**src/rtl/fetch_stage_pkg.sv**
```systemverilog
// rtl/fetch_stage_pkg.sv - shared pipeline defines: widths, reset PC, NOP, fetch FSM encoding
package fetch_stage_pkg;

   localparam int unsigned INSTRUCTION_LEN = 32;
   localparam logic [INSTRUCTION_LEN-1:0] RESET_PC_DEFAULT = 32'h0000_0000;

   // All-zero word doubles as the bubble written on flush
   localparam logic [INSTRUCTION_LEN-1:0] NOP = '0;

   localparam logic [0:0] BOOT = 1'b0;
   localparam logic [0:0] RUN  = 1'b1;

   function automatic logic [INSTRUCTION_LEN-1:0] word_align(
      input logic [INSTRUCTION_LEN-1:0] addr
   );
      return {addr[INSTRUCTION_LEN-1:2], 2'b00};
   endfunction

endpackage

```
**src/rtl/fetch_stage_if_id_reg.sv**
```systemverilog
// rtl/fetch_stage_if_id_reg.sv - pipeline register with enable, synchronous flush and async reset
module if_id_reg
   import fetch_stage_pkg::*;
#(
   parameter int unsigned W = INSTRUCTION_LEN
) (
   input  logic         clk,
   input  logic         rst,
   input  logic         en_i,
   input  logic         flush_i,
   input  logic [W-1:0] pc_i,
   input  logic [W-1:0] instr_i,
   input  logic         valid_i,
   output logic [W-1:0] pc_o,
   output logic [W-1:0] instr_o,
   output logic         valid_o
);

   logic [W-1:0] pc_q,    pc_d;
   logic [W-1:0] instr_q, instr_d;
   logic         valid_q, valid_d;

   // Flush outranks enable so a squash is never lost to a stall
   always_comb begin
      pc_d    = pc_q;
      instr_d = instr_q;
      valid_d = valid_q;
      if (flush_i) begin
         pc_d    = '0;
         instr_d = '0;
         valid_d = 1'b0;
      end else if (en_i) begin
         pc_d    = pc_i;
         instr_d = instr_i;
         valid_d = valid_i;
      end
   end

   always_ff @(posedge clk or posedge rst) begin
      if (rst) begin
         pc_q    <= '0;
         instr_q <= '0;
         valid_q <= 1'b0;
      end else begin
         pc_q    <= pc_d;
         instr_q <= instr_d;
         valid_q <= valid_d;
      end
   end

   assign pc_o    = pc_q;
   assign instr_o = instr_q;
   assign valid_o = valid_q;

endmodule

```
**src/rtl/fetch_stage.sv**
```systemverilog
// rtl/fetch_stage.sv - instruction fetch: PC, branch redirect, freeze, IF/ID capture, fetch counter
module fetch_stage
   import fetch_stage_pkg::*;
#(
   parameter int unsigned            INSTR_LEN = INSTRUCTION_LEN,
   parameter logic [INSTR_LEN-1:0]   RESET_PC  = RESET_PC_DEFAULT,
   parameter int unsigned            PC_STEP   = 4,
   parameter int unsigned            CNT_W     = 32
) (
   input  logic                 clk,
   input  logic                 rst,
   input  logic                 freeze,
   input  logic                 branch_taken,
   input  logic [INSTR_LEN-1:0] branch_addr,
   output logic [INSTR_LEN-1:0] imem_addr,
   input  logic [INSTR_LEN-1:0] imem_rdata,
   output logic [INSTR_LEN-1:0] if_id_pc,
   output logic [INSTR_LEN-1:0] if_id_instr,
   output logic                 if_id_valid,
   output logic [CNT_W-1:0]     fetch_count
);

   logic [0:0]           state_q, state_d;
   logic [INSTR_LEN-1:0] pc_q, pc_d;
   logic [INSTR_LEN-1:0] pc_plus;
   logic [CNT_W-1:0]     cnt_q, cnt_d;
   logic                 redirect, hold, boot_squash, capture, flush;

   assign pc_plus = pc_q + INSTR_LEN'(PC_STEP);

   // In BOOT the controls only decide between squash and capture; an X there
   // falls through to the capture path instead of reaching the PC
   always_comb begin
      redirect    = 1'b0;
      hold        = 1'b0;
      boot_squash = 1'b0;
      capture     = 1'b0;
      if (state_q == BOOT) begin
         if (freeze || branch_taken) boot_squash = 1'b1;
         else                        capture     = 1'b1;
      end else begin
         if (branch_taken)           redirect    = 1'b1;
         else if (freeze)            hold        = 1'b1;
         else                        capture     = 1'b1;
      end
   end

   assign flush = redirect | boot_squash;

   always_comb begin
      pc_d    = pc_q;
      cnt_d   = cnt_q;
      state_d = RUN;
      if (redirect) begin
         pc_d = word_align(branch_addr);
      end else if (capture) begin
         pc_d  = pc_plus;
         cnt_d = cnt_q + CNT_W'(1);
      end
   end

   always_ff @(posedge clk or posedge rst) begin
      if (rst) begin
         state_q <= BOOT;
         pc_q    <= RESET_PC;
         cnt_q   <= '0;
      end else begin
         state_q <= state_d;
         pc_q    <= pc_d;
         cnt_q   <= cnt_d;
      end
   end

   if_id_reg #(
      .W (INSTR_LEN)
   ) u_if_id (
      .clk     (clk),
      .rst     (rst),
      .en_i    (capture),
      .flush_i (flush),
      .pc_i    (pc_plus),
      .instr_i (imem_rdata),
      .valid_i (1'b1),
      .pc_o    (if_id_pc),
      .instr_o (if_id_instr),
      .valid_o (if_id_valid)
   );

   assign imem_addr   = pc_q;
   assign fetch_count = cnt_q;

   logic unused_hold;
   assign unused_hold = hold;

endmodule

```
**config.mk**
```make
export PLATFORM = sky130hd
export DESIGN_NAME = fetch_stage
export DESIGN_NICKNAME = d
export VERILOG_FILES = /design/src/rtl/fetch_stage_pkg.sv /design/src/rtl/fetch_stage_if_id_reg.sv /design/src/rtl/fetch_stage.sv
export SDC_FILE = /design/constraint.sdc
export NUM_CORES = 1
export LEC_CHECK = 0
export CAP_MARGIN = 20
export CORE_MARGIN = 2
export CORE_UTILIZATION = 47
export DETAILED_ROUTE_END_ITERATION = 10
export GPL_TIMING_DRIVEN = 0
export PLACE_DENSITY = 0.8
export SYNTH_ARGS = -nofsm -noshare
export SYNTH_HDL_FRONTEND = slang
export SYNTH_HIERARCHICAL = 1
export SYNTH_SLANG_ARGS = --single-unit
```
**constraint.sdc**
```tcl
create_clock -name clk -period 2.75 [get_ports clk]
set_clock_uncertainty 0.05 [all_clocks]
set_input_delay 0.55 -clock clk [delete_from_list [all_inputs] [get_ports clk]]
set_output_delay 0.55 -clock clk [all_outputs]
set_load 0.05 [all_outputs]
```
==> flow_summary.yaml <==
sta:
  min_period_over_period: 0.939
  setup_viol: 0
  rsz0062_at_grt: "no"
  final_max_slew_viol_count: 0
  fin_crit_ps: 2580
  tightestPinTransition_ps: 729
  relSlewSlack: 0.513
  final-hold-violation-count: 0
  whs_ps: 425
  clock.fmax_ghz: 0.387
yosys:
  avgSynthCellArea_um2: 10.3
  postSynthCellCount: 620
  synthTopCellsByCount: "128 x dfrtp_1, 92 x nor2_1, 65 x mux2i_1"
  synth.most_common_cell: "dfrtp_1"
  synth_top_cell_by_area: "dfrtp_1"
  yosys_warnings: 6
  synth.area.top_cells: "dfrtp_1 50%, mux2i_1 10%, xnor2_1 5.9%"
  netlist.area_leader.share: 0.502
  ys_ff_latch: 128
  synth_edf_count: 0
  ys.flop_type: "dfrtp_1"
  ys_seq_area_frac: 0.502
  ys_types: 43
  ys_async_sr_fraction: 1.00
  syn-cell-area_um2: 6380
routing:
  drt-vias-per-instance: 5.40
  drt_iter0_drc: 423
  wl_per_cell_um: 17.6
  drt-met1-wl_mm: 7.57
  met3WireLength_mm: 1.22
  drc: 0
  first_pass_iters: 5
  vias: 5540
  dr_wl_met2_mm: 8.87
  wl_mm: 18.1
  postRouteAntennaNets: 0
  top_layer_used: "met4"
hold_path:
  worstHoldPathType: "reg -> reg"
  min_delay_path_depth: 1
clocking:
  root_buffer: "clkbuf_16"
  htreeDepth: 4
  clk_latency_ps: 410
  postCtsHoldBufs: 0
  cts.path.max_buffers: 2
  cts_tree: "yes"
  clkSinkCount: 128
  cts_buffers: 17
  post_cts_buffers: 0
  cts.clk_slew.worst_paths_ps: 50
finish:
  fillCellCount: 1032
  fin_nets: 906
  drive_gt1_frac: 0.0766
  multi_input_area_um2: 2890
  seq_area_um2: 3200
  final_cell_count_no_fill: 1025
  fin_util: 0.694
  diodes: 0
  finalInstanceArea_um2: 9190
  area_delta_synth_final_pct: 43.9
placement:
  routabilityCongestion: 0.864
  dp_hpwl_mm: 13.2
  dp.cells: 994
  port_buffers: 192
  postPlaceCellArea_um2: 8580
global_route:
  antenna_found_initial: 0
  grt_first_pass_wirelength_mm: 29.2
  grt_pass1_vias: 5601
  track_usage: 0.259
  grt_max_degree: 47
  gr-total-overflow: 0
setup_path:
  arrival_ps: 2870
  worstSetupPathType: "in -> reg"
  critPathCaptureType: "flip-flop"
  path_max_fanout: 10
  cp-start-kind: "primary input"
  crit_required_ps: 3030
  worstRegToRegCells: 8
floorplanning:
  rows: 42
  core_area_um2: 13200
  die_h_um: 121
  start_util: 0.482
  dieArea_um2: 14500
  io_pins: 197
  fp.dieW_um: 121
pwr:
  power_mw: 5.94
  cellPowerDensity_nw_per_um2: 647
  p_leak_nw: 3.78
  peakVddDrop_v: 0.000677
run:
  drv_cap: 0
run_status:
  status: "finished clean"
## state kept, by name, summed over array words and instances, names as in the netlist
signal           flops
u_if_id/valid_o      1
fetch_count         32
imem_addr           30
u_if_id/instr_o     32
u_if_id/pc_o        32
state_q              1
## worst max-delay path, cell delays in order
cell             delay (ps)
clkdlybuf4s50_1         540
or2_1                   450
inv_1                   180
nand4_1                 190
clkbuf_2                240
or4_1                   530
a31oi_1                 180
## path summary, 6_finish.rpt
kind,to,slack [ps],startpoint
worst max-delay path,imem_addr[19],170,branch_taken
worst min-delay path,fetch_count[31],420,fetch_count[31]
worst max register to register,u_if_id/pc_o[24],190,imem_addr[2]
worst min register to register,fetch_count[31],420,fetch_count[31]
max in group asynchronous,imem_addr[25],1440,rst
min in group asynchronous,u_if_id/instr_o[19],490,rst
## metrics by stage
stage / TNS (ps) / worst slack, ps
final: 0 / 168
after global routing: 0 / 8.52
after CTS: 0 / 48.4
after detailed placement: -20910 / -469
after global placement: -91070 / -616
after floorplan: 0 / 175
## cells by family (layout without fill, tap and decap cells)
logic type / after synthesis / in the layout / share of synthesized area
AOI/OAI and AO/OA: 47 / 47 / 0.0472
buffers and inverters: 51 / 276 / 0.0488
muxes: 65 / 65 / 0.102
other: 2 / 6 / 0.00118
and+or+nand+nor: 256 / 256 / 0.201
DFF: 128 / 128 / 0.502
adders and majority gates: 2 / 2 / 0.00392
xor gates and xnor gates: 69 / 69 / 0.0947
## metal layers
layer  vias to the layer above  GRT usage
li1                       2605          -
met1                      2672      0.331
met2                       228      0.417
met3                        35     0.0651
met4                         0      0.114
met5                         -          0
## area by class of cell
| type | instances | share of cell area |
|---|---|---|
| plain buffers | 42 | 0.0305 |
| clock buffers | 23 | 0.0542 |
| clock inverters | 9 | 0.0114 |
| inverters | 8 | 0.00327 |
| multi-input cells | 445 | 0.315 |
| flip-flops and latches | 128 | 0.349 |
| well taps | 176 | 0.0240 |
| repair buffers | 194 | 0.214 |
## power by group
group	switching [mW]	total, mW	leakage [nW]	internal, mW
Sequential	0.182	2.21	1.68	2.03
Combinational	0.927	1.47	1.81	0.547
Clock	0.812	2.26	0.287	1.45
Total	1.92	5.94	3.78	4.02
## cells in the final DEF (no fill, tap or decap), types with 3 or more instances in the layout
cell | netlist | layout
buf_12 | 5 | 7
mux2i_1 | 65 | 65
buf_4 | 3 | 3
xnor2_1 | 43 | 43
inv_1 | 8 | 6
o21ai_0 | 12 | 12
o31ai_1 | 11 | 11
a31oi_1 | 16 | 16
conb_1 | 2 | 6
and4_1 | 5 | 5
nand3_1 | 30 | 30
clkinv_2 | 0 | 3
nor4_1 | 4 | 3
and2_1 | 4 | 4
nor3_1 | 15 | 15
and3_1 | 10 | 10
or3_1 | 6 | 6
clkinvlp_4 | 0 | 4
clkbuf_1 | 18 | 16
o211ai_1 | 5 | 5
or4_1 | 15 | 15
nor2_1 | 92 | 92
xor2_1 | 26 | 26
clkbuf_16 | 0 | 17
clkdlybuf4s50_1 | 0 | 192
buf_1 | 5 | 5
buf_2 | 10 | 10
dfrtp_1 | 128 | 128
nand2_1 | 39 | 39
clkbuf_8 | 0 | 5
nand4_1 | 23 | 23
## timing repair
item / CTS / global route
gates resized for setup: 1 / 3
endpoints found under the setup margin: 6 / 12
pin swaps: 0 / 0
Note: power is estimated with default switching activity, not from simulation.
